===== config.mk =====
export PLATFORM = sky130hd
export DESIGN_NAME = cordic_shift_accumulate
export DESIGN_NICKNAME = d
export VERILOG_FILES = /design/src/rtl/cordic_shift_accumulate.sv
export SDC_FILE = /design/constraint.sdc
export NUM_CORES = 1
export LEC_CHECK = 0
export CORE_UTILIZATION = 53
export DETAILED_ROUTE_END_ITERATION = 10
export PLACE_DENSITY = 0.93
export SLEW_MARGIN = 10
export SYNTH_ARGS = -nofsm -noshare
export SYNTH_HDL_FRONTEND = slang
export SYNTH_SLANG_ARGS = --single-unit

===== constraint.sdc =====
create_clock -name clk -period 0.8 [get_ports clk]
set_input_delay 0.16 -clock clk [delete_from_list [all_inputs] [get_ports clk]]
set_output_delay 0.16 -clock clk [all_outputs]
set_load 0.05 [all_outputs]

===== src/rtl/cordic_shift_accumulate.sv =====
// cordic_shift_accumulate: one registered micro-rotation stage of a rotation-mode CORDIC
module cordic_shift_accumulate #(
    parameter int STAGE = 0,
    parameter int WIDTH = 32
) (
    input  logic                    clk,
    input  logic                    rst_n,
    input  logic signed [WIDTH-1:0] x,
    input  logic signed [WIDTH-1:0] y,
    input  logic signed [WIDTH-1:0] z,
    output logic signed [WIDTH-1:0] x_out,
    output logic signed [WIDTH-1:0] y_out,
    output logic signed [WIDTH-1:0] z_out
);
    localparam int ATAN = STAGE == 0 ? 804 : STAGE == 1 ? 474 : STAGE == 2 ? 250 :
                          STAGE == 3 ? 127 : STAGE == 4 ? 63  : STAGE == 5 ? 31  :
                          STAGE == 6 ? 15  : STAGE == 7 ? 7   : STAGE == 8 ? 3   :
                          STAGE == 9 ? 1   : 0;
    localparam logic signed [WIDTH-1:0] A = WIDTH'(ATAN);

    if (STAGE < 0 || STAGE > 15) begin : g_bad_stage
        $fatal(1, "cordic_shift_accumulate: STAGE must be in 0..15");
    end

    logic signed [WIDTH-1:0] xs, ys, x_nxt, y_nxt, z_nxt;
    logic pos;

    assign xs = x >>> STAGE;
    assign ys = y >>> STAGE;

    // rotate toward zero residual angle; z == 0 counts as non-negative
    always_comb begin
        pos   = ~z[WIDTH-1];
        x_nxt = pos ? x - ys : x + ys;
        y_nxt = pos ? y + xs : y - xs;
        z_nxt = pos ? z - A  : z + A;
    end

    // capture every cycle; reset clears the stage asynchronously
    always_ff @(posedge clk or negedge rst_n) begin
        if (!rst_n) begin
            x_out <= '0;
            y_out <= '0;
            z_out <= '0;
        end else begin
            x_out <= x_nxt;
            y_out <= y_nxt;
            z_out <= z_nxt;
        end
    end
endmodule


==> results of run 1 <==
## metrics by stage
stage               setup TNS [ns]  setup WS [ns]  hold WS, ns  utilization, %  std cells
floorplan                   -94.05          -1.62       -0.136               -       1097
global placement           -161.78          -2.41       0.0139            90.2       1816
detailed placement         -176.52          -2.70       0.0153            90.2       1816
## cell families after synthesis
| family | Yosys count | synth area share, % |
|---|---|---|
| AOI/OAI and AO/OA | 358 | 26.4 |
| and+or+nand+nor | 257 | 13.8 |
| buffers and inverters | 156 | 6.90 |
| adders and majority gates | 132 | 17.9 |
| DFF | 95 | 25.5 |
| xor gates and xnor gates | 83 | 7.79 |
| muxes | 16 | 1.73 |
==> out/summary.md, run 1 <==
Synth
* sky130_fd_sc_hd__ha_1, sky130_fd_sc_hd__a21oi_1, sky130_fd_sc_hd__inv_1 — leading cell types by count after synthesis
* sky130_fd_sc_hd__ha_1 — most frequent cell after synthesis
* 1,097 — instance count of the mapped netlist
* 100% — post-synthesis async set-or-reset flop share
* 8.51 um^2 — Synth Area per Inst
* 9330 um^2 — Post-Synthesis Cell Area
* 90 — count of different cell masters after synthesis
* 0 — count of yosys warnings during synthesis
* 25.5% — area share of the largest cell type after synthesis
* 95 — Yosys reg bits
* 0 — Post-synth EDFFs
* sky130_fd_sc_hd__dfrtp_1, sky130_fd_sc_hd__ha_1, sky130_fd_sc_hd__a21oi_1 — Area contributors post-synth
* 1,327 — Net Count, Synth
* sky130_fd_sc_hd__dfrtp_1 — main flop type after synthesis
* 25.5% — portion of the post-synthesis area used by sequential elements
* sky130_fd_sc_hd__dfrtp_1 — cell taking the most area after synthesis

Floorplanning
* 135 um — Die X-Extent
* 54.2% — effective utilization at floorplan
* 48 — number of rows created at floorplan
* 194 — number of top-level pins
* 135 um — die extent in y

Clock network
* 95 — CTS sink cnt
* 3 — # H-tree levels
* 121 — post-CTS setup repair buffer count
* 1 — quantity of hold-fixing buffers added after cts
* 2 — maximum buffer depth of the clock tree
* 9 — cts bufs inserted
* 600 — post-CTS sizing
* sky130_fd_sc_hd__clkbuf_16 — root cell of the clock tree

Outcome
* aborted with a tool error — run status
* clock tree synthesis — Stop stage
* [ERROR DPL-0038] Utilization greater than 100%, impossible to legalize — Stop Error

Place
* 15,500 um^2 — Placed Area
* 193 — number of buffer cells added on primary ports
* 1.01 — global placer's final weighted congestion
* 32,800 um — placed wire-length estimate

==> inputs of run 2 (changes only) <==
--- a/config.mk
+++ b/config.mk
@@ -5,9 +5,9 @@
 export SDC_FILE = /design/constraint.sdc
 export NUM_CORES = 1
 export LEC_CHECK = 0
-export CORE_UTILIZATION = 53
+export CORE_UTILIZATION = 40
 export DETAILED_ROUTE_END_ITERATION = 10
-export PLACE_DENSITY = 0.93
+export PLACE_DENSITY_LB_ADDON = 0.15
 export SLEW_MARGIN = 10
 export SYNTH_ARGS = -nofsm -noshare
 export SYNTH_HDL_FRONTEND = slang
==> out/summary.md, run 2 <==
Synth
* 90 — count of different cell masters after synthesis, unchanged
* sky130_fd_sc_hd__ha_1 — most frequent cell after synthesis, unchanged
* sky130_fd_sc_hd__dfrtp_1 — main flop type after synthesis, unchanged
* 0 — count of yosys warnings during synthesis, unchanged
* sky130_fd_sc_hd__ha_1, sky130_fd_sc_hd__a21oi_1, sky130_fd_sc_hd__inv_1 — leading cell types by count after synthesis, unchanged
* 95 — Yosys reg bits, unchanged
* 13.8% — Post-Synth Simple-Gate Area, unchanged
* 8.51 um^2 — Synth Area per Inst, unchanged
* sky130_fd_sc_hd__dfrtp_1 — cell taking the most area after synthesis, unchanged
* 26.4% — area fraction in compound gates after synthesis, unchanged
* 25.5% — area share of the largest cell type after synthesis, unchanged
* 100% — post-synthesis async set-or-reset flop share, unchanged
* compound AO/OA/AOI/OAI gates — dominant combinational cell family by area after synthesis, unchanged
* 17.9% — post-synthesis share of cell area spent on full adders, half adders and majority gates, unchanged
* 7.79% — XOR/XNOR share of the synthesized area, unchanged
* 9330 um^2 — Post-Synthesis Cell Area, unchanged
* 25.5% — portion of the post-synthesis area used by sequential elements, unchanged
* 0 — Post-synth EDFFs, unchanged
* 1.73% — multiplexer area fraction after synthesis, unchanged
* 1,327 — Net Count, Synth, unchanged
* sky130_fd_sc_hd__dfrtp_1, sky130_fd_sc_hd__ha_1, sky130_fd_sc_hd__a21oi_1 — Area contributors post-synth, unchanged
* 1,097 — instance count of the mapped netlist, unchanged

Detailed routing
* 686 — drt first-iter violations
* 40,800 um — wire length after detailed routing
* 0 — number of antenna-violating nets in the routed design
* 0 — remaining routing DRC violations
* 11,042 — vias post-DR
* 5 — detailed-router iteration count before antenna repair
* 5.47 — ratio of routed vias to standard cells
* 20.2 um — average detailed-routed wire length per instance

Critical path
* flip-flop — critical path capture point type
* 4 — critical-path maximum fanout
* 1.06 ns — required arrival time at the worst endpoint
* buf_12 -> buf_6 -> ha_4 -> fa_2 -> nor2b_4 -> o211ai_4 -> a2111oi_4 -> nor2_4 -> o221ai_4 -> a41oi_4 -> o41ai_4 -> o21ai_1 -> a31o_1 — ordered cell list for the critical path
* sky130_fd_sc_hd__a2111oi_4 — crit path max-delay cell type
* in -> reg — category of the most critical setup path
* 0.54 ns — worst stage delay on the critical path
* 2.63 ns — critical path arrival
* input pin — crit start category

Timing
* 0 — total count of max-transition violations in the final report
* 2.38 ns — fin crit period
* true — unrepaired setup endpoints after global routing
* 0.544 ns — Least-Margin Pin Slew
* 0 — hold violation count in the final report
* -1.58 ns — slack of the critical path
* 186 — number of setup violations in the final report
* 63.8% — normalized max-slew margin
* 297% — post-route fraction of the period consumed by the critical path
* 421 MHz — Achievable Freq

Clock network
* 3 — # H-tree levels, unchanged
* built — TritonCTS clock tree
* sky130_fd_sc_hd__clkbuf_16 — root cell of the clock tree, unchanged
* 0.09 ns — post-CTS clock slew at the launch and capture registers of the worst setup and hold paths
* 9 — cts bufs inserted, unchanged
* 95 — CTS sink cnt, unchanged
* 2 — maximum buffer depth of the clock tree, unchanged

Global route
* 0 — GRT Residual Overflow
* 56.9% — met2 capacity usage during global routing
* 76 — maximum number of pins on one net before global-route repair
* 3.00% — grt met3 use
* 59,100 um — wire length of the first global-routing pass
* 38.4% — met1 usage in global routing
* 0 — number of antenna violations at the first check in global routing
* met2 — global-route layer with the greatest usage
* 11,088 — number of global-route vias before repair
* 31.5% — global-route usage over all layers

Finish
* 101% — layout-stage area growth over the synthesis result
* 2380 um^2 — Storage cell area
* 0 — count of antenna diodes in the layout
* 56.1% — share of final-layout standard cells stronger than drive strength 1
* sky130_fd_sc_hd__buf_4, sky130_fd_sc_hd__buf_12, sky130_fd_sc_hd__dfrtp_1 — top library cells by usage in the layout, fill and taps aside
* 8460 um^2 — area taken by multi-input logic gates
* 18,700 um^2 — Finished Cell Area
* y_out x32, z_out x32, x_out x31 — largest registers
* 1,278 — Filler cells
* sky130_fd_sc_hd__buf_4 — most frequent standard cell in the layout excluding fill and tap cells
* 1,932 — Net count, final

Floorplanning
* 194 — number of top-level pins, unchanged
* 23,900 um^2 — die area
* 155 um — Die X-Extent, was 135 um
* 22,800 um^2 — area of the placeable core
* 41.0% — effective utilization at floorplan, was 54.2%
* 55 — number of rows created at floorplan, was 48
* 155 um — die extent in y, was 135 um

Pwr
* 21.0% — sequential group share of total power
* 16.4% — fraction of power consumed by the clock network
* 32,500 uW — power after layout
* 1740 nW/um^2 — power density relative to cell area
* 19,000 uW — internal power of the cells
* 0.963 mV — maximum VDD drop
* 41.5% — Sw Ratio
* 13,500 uW — switching pwr
* 62.6% — combinational power share
* 0.00857 uW — leakage power

Place
* 15,700 um^2 — Placed Area, was 15,500 um^2
* 26,900 um — placed wire-length estimate, was 32,800 um
* 0.905 — global placer's final weighted congestion, was 1.01
* 193 — number of buffer cells added on primary ports, unchanged
* -2.56 ns — pre-CTS WS, was -2.70 ns

Min path
* 3 — hold path cells
* y_out[0]$_DFF_PN0_ — Min-Delay Endpoint
* x[0] — hold path startpoint
* in -> reg — type of the most critical hold path

Outcome
* setup timing — violated checks
* finished, violations left — run status, was aborted with a tool error

Job
* 0 — max-capacitance violation count

[run 2: cell counts after synthesis]
Identical to the previous run, type by type.
[run 2: cell type report]
class,count,share of cell area [%]
tap,313,2.09
timing repair buffer,638,35.3
inverter,111,2.78
timing repair inverter,1,0.0869
clock buffer,11,1.30
sequential,95,12.7
clock inverter,5,0.561
multi-input combinational,846,45.2
[run 2: metal layers]
layer  share of wire (%)  routed length (um)
met1                  39               16000
met2                  51               20800
met3                 5.1                2070
met4                 4.5                1830
met5                   0                   0
[run 2: timing repair]
item                                    4_1_cts  5_1_grt
hold endpoints to repair                     96        0
endpoints found under the setup margin      188      185
gates cloned                                  1        0
gates resized for setup                     502      171
pin swaps                                   209      138
setup buffers                                78       46
hold buffers                                  2        0
[run 2: cell families after synthesis]
kind of cell | count (synthesis)
compound gates | 358
simple gates | 257
flops | 95
buf+inv | 156
xor+xnor | 83
fa+ha+maj | 132
mux | 16
[run 2: worst max-delay path, delay by kind of cell]
family,cells,cell delay [ns]
AND/OR/NAND/NOR,2,0.26
adder cells (fa/ha/maj),2,0.35
AO/OA/AOI/OAI,7,1.67
buffers and inverters,2,0.19
[run 2: how the worst max path moves through the flow]
stage / from / endpoint / slack (ns)
final: x[0] / y_out[28]$_DFF_PN0_ / -1.58
after global routing: x[0] / y_out[28]$_DFF_PN0_ / -1.68
after CTS: x[0] / y_out[28]$_DFF_PN0_ / -1.64
after detailed placement: x[0] / x_out[30]$_DFF_PN0_ / -2.56
after global placement: x[0] / x_out[30]$_DFF_PN0_ / -2.49
after floorplan: z[31] / z_out[28]$_DFF_PN0_ / -1.62
[run 2: power by group through the flow]
stage | clock network [uW] | logic, uW | registers [uW]
final | 5350 | 20400 | 6820
after global placement | 0 | 17100 | 6880
after CTS | 5350 | 19000 | 6820
after global routing | 5530 | 21200 | 6920
after detailed placement | 0 | 17300 | 6910
after floorplan | 0 | 5000 | 10000
[run 2: stage by stage]
| stage | cells | utilization [%] | hold WS (ns) | setup TNS, ns |
|---|---|---|---|---|
| after floorplan | 1097 | - | -0.136 | -94.05 |
| after global placement | 1911 | 68.9 | 0.0314 | -167.33 |
| after detailed placement | 1911 | 68.9 | 0.0304 | -170.10 |
| after CTS | 1996 | 78.1 | 0.0874 | -121.48 |
| after global routing | 2020 | 82.2 | 0.103 | -134.83 |
| final | 2020 | 82.2 | 0.103 | -128.02 |
Note: power is estimated with default switching activity, not from simulation.
==> inputs of run 3 (changes only) <==
--- a/config.mk
+++ b/config.mk
@@ -5,9 +5,12 @@
 export SDC_FILE = /design/constraint.sdc
 export NUM_CORES = 1
 export LEC_CHECK = 0
+export CAP_MARGIN = 5
 export CORE_UTILIZATION = 40
+export CTS_CLUSTER_DIAMETER = 40
 export DETAILED_ROUTE_END_ITERATION = 10
 export PLACE_DENSITY_LB_ADDON = 0.15
+export RECOVER_POWER = 50
 export SLEW_MARGIN = 10
 export SYNTH_ARGS = -nofsm -noshare
 export SYNTH_HDL_FRONTEND = slang
==> out/summary.md, run 3 (synthesized netlist as in run 2, its figures left out) <==
Finish
* 0 — count of antenna diodes in the layout, unchanged
* sky130_fd_sc_hd__buf_4, sky130_fd_sc_hd__buf_12, sky130_fd_sc_hd__dfrtp_1 — top library cells by usage in the layout, fill and taps aside, unchanged
* y_out x32, z_out x32, x_out x31 — largest registers, unchanged
* sky130_fd_sc_hd__buf_4 — most frequent standard cell in the layout excluding fill and tap cells, unchanged
* 1,932 — Net count, final, unchanged
* 2,020 — number of cells in the finished layout apart from fillers, unchanged
* 55.9% — share of final-layout standard cells stronger than drive strength 1, was 56.1%
* 1,280 — Filler cells, was 1,278
* 101% — layout-stage area growth over the synthesis result, about the same
* 82.2% — share of the core filled with cells in the final layout, about the same

Job
* 0 — max-capacitance violation count, unchanged

Floorplanning
* 55 — number of rows created at floorplan, unchanged
* 155 um — die extent in y, unchanged
* 23,900 um^2 — die area, unchanged
* 194 — number of top-level pins, unchanged
* 41.0% — effective utilization at floorplan, unchanged
* 155 um — Die X-Extent, unchanged
* 22,800 um^2 — area of the placeable core, unchanged

Critical path
* 2.63 ns — critical path arrival, about the same
* compound AO/OA/AOI/OAI gates — cell family with most CP delay, unchanged
* sky130_fd_sc_hd__a2111oi_4 — crit path max-delay cell type, unchanged
* 2 — Buffers & Inverters on Critical Path, unchanged
* 4 — critical-path maximum fanout, unchanged
* input pin — crit start category, unchanged
* x[0] — launching element of the worst setup path, unchanged
* in -> reg — category of the most critical setup path, unchanged
* buf_12 -> buf_6 -> ha_4 -> fa_2 -> nor2b_4 -> o211ai_4 -> a2111oi_4 -> nor2_4 -> o221ai_4 -> a41oi_4 -> o41ai_4 -> o21ai_1 -> a31o_1 — ordered cell list for the critical path, unchanged
* 0.54 ns — worst stage delay on the critical path, about the same
* flip-flop — critical path capture point type, unchanged
* 1.06 ns — required arrival time at the worst endpoint, about the same

Timing
* 215 — number of setup violations in the final report, was 186
* true — unrepaired setup endpoints after global routing, unchanged
* -128.35 ns — Setup TNS, was -128.02 ns
* -1.58 ns — slack of the critical path, about the same
* 2.38 ns — fin crit period, about the same
* 63.8% — normalized max-slew margin, about the same
* 0 — hold violation count in the final report, unchanged
* 421 MHz — Achievable Freq, about the same
* 297% — post-route fraction of the period consumed by the critical path, about the same
* 0 — total count of max-transition violations in the final report, unchanged
* 0.544 ns — Least-Margin Pin Slew, about the same

Min path
* in -> reg — type of the most critical hold path, unchanged
* x[0] — hold path startpoint, unchanged

Detailed routing
* 20,900 um — met2 layer wire length in the routed design, was 20,800 um
* 20.2 um — average detailed-routed wire length per instance, about the same
* 0 — remaining routing DRC violations, unchanged
* met4 — top layer reached by signal wires, unchanged
* 677 — drt first-iter violations, was 686
* 1980 um — met3 wire length, was 2070 um
* 5.47 — ratio of routed vias to standard cells, about the same
* 11,054 — vias post-DR, was 11,042
* 40,700 um — wire length after detailed routing, was 40,800 um
* 16,100 um — routed length on met1, was 16,000 um
* 5 — detailed-router iteration count before antenna repair, unchanged
* 0 — number of antenna-violating nets in the routed design, unchanged

Pwr
* 19,000 uW — internal power of the cells, about the same
* 16.4% — fraction of power consumed by the clock network, about the same
* 21.0% — sequential group share of total power, about the same
* 62.6% — combinational power share, about the same
* 13,500 uW — switching pwr, about the same
* 0.00857 uW — leakage power, about the same
* 32,500 uW — power after layout, about the same
* 0.963 mV — maximum VDD drop, about the same
* 41.5% — Sw Ratio, about the same
* 1740 nW/um^2 — power density relative to cell area, about the same

Clock network
* 95 — CTS sink cnt, unchanged
* 3 — # H-tree levels, unchanged
* 9 — cts bufs inserted, unchanged
* 2 — maximum buffer depth of the clock tree, unchanged
* built — TritonCTS clock tree, unchanged
* 0.09 ns — post-CTS clock slew at the launch and capture registers of the worst setup and hold paths, about the same
* sky130_fd_sc_hd__clkbuf_16 — root cell of the clock tree, unchanged

Place
* 0.905 — global placer's final weighted congestion, unchanged
* 193 — number of buffer cells added on primary ports, unchanged
* -2.56 ns — pre-CTS WS, unchanged
* 1,911 — Cell Count Post-Placement, unchanged
* 26,900 um — placed wire-length estimate, unchanged

Global route
* 0 — GRT Residual Overflow, unchanged
* 31.5% — global-route usage over all layers, unchanged
* 11,088 — number of global-route vias before repair, unchanged
* 59,100 um — wire length of the first global-routing pass, unchanged
* 76 — maximum number of pins on one net before global-route repair, unchanged
* 0 — number of antenna violations at the first check in global routing, unchanged

Outcome
* setup timing — violated checks, unchanged
* finished, violations left — run status, unchanged

-- run 3: cell count changes in the layout (fill, tap and decap cells not counted), sizes merged --
cell / delta
buf: -2
clkbuf: +2
clkdlybuf4s50: -2
dlygate4sd3: +2
-- run 3: cell type report --
| type | instances | area [um^2] | area share (%) |
|---|---|---|---|
| timing repair inverter | 1 | 16.3 | 0.0869 |
| multi-input combinational | 846 | 8460 | 45.2 |
| sequential | 95 | 2380 | 12.7 |
| tap | 313 | 392 | 2.09 |
| clock inverter | 5 | 105 | 0.561 |
| timing repair buffer | 638 | 6600 | 35.3 |
| clock buffer | 11 | 243 | 1.30 |
| inverter | 111 | 520 | 2.78 |
-- run 3: path summary, 6_finish.rpt --
kind,endpoint,cells past startpoint,slack [ns]
min in group asynchronous,z_out[17]$_DFF_PN0_,2,0.30
max in group asynchronous,x_out[21]$_DFF_PN0_,3,-0.02
setup / recovery,y_out[28]$_DFF_PN0_,13,-1.58
hold / removal,y_out[0]$_DFF_PN0_,3,0.10
-- run 3: stage by stage --
stage | hold slack, ns | instance area [um^2]
CTS | 0.0874 | 17800
detailed placement | 0.0304 | 15700
global placement | 0.0314 | 15700
floorplan | -0.136 | 10000
finish | 0.103 | 18700
global route | 0.103 | 18700
-- run 3: worst min-delay path, cell delays in order --
cell	delay (ns)
sky130_fd_sc_hd__buf_12	0.09
sky130_fd_sc_hd__ha_1	0.13
sky130_fd_sc_hd__inv_1	0.04
-- run 3: layer usage --
metal	global-route usage, %	vias up
li1	-	5066
met1	38.4	5389
met2	56.9	471
met3	3.00	128
met4	12.5	0
met5	0	-
-- run 3: timing repair --
action / CTS / global route
hold buffers: 2 / 0
pin swaps: 209 / 138
resized for setup: 502 / 171
setup endpoints to repair: 188 / 185
setup buffers: 78 / 46
cloned: 1 / 0
endpoints found under the hold margin: 96 / 0
-- run 3: power groups by stage --
| stage | Sequential (uW) | Clock [uW] | Combinational, uW |
|---|---|---|---|
| after floorplan | 10000 | 0 | 5000 |
| after global placement | 6880 | 0 | 17100 |
| after detailed placement | 6910 | 0 | 17300 |
| after CTS | 6820 | 5350 | 19000 |
| after global routing | 6920 | 5530 | 21200 |
| final | 6820 | 5350 | 20400 |
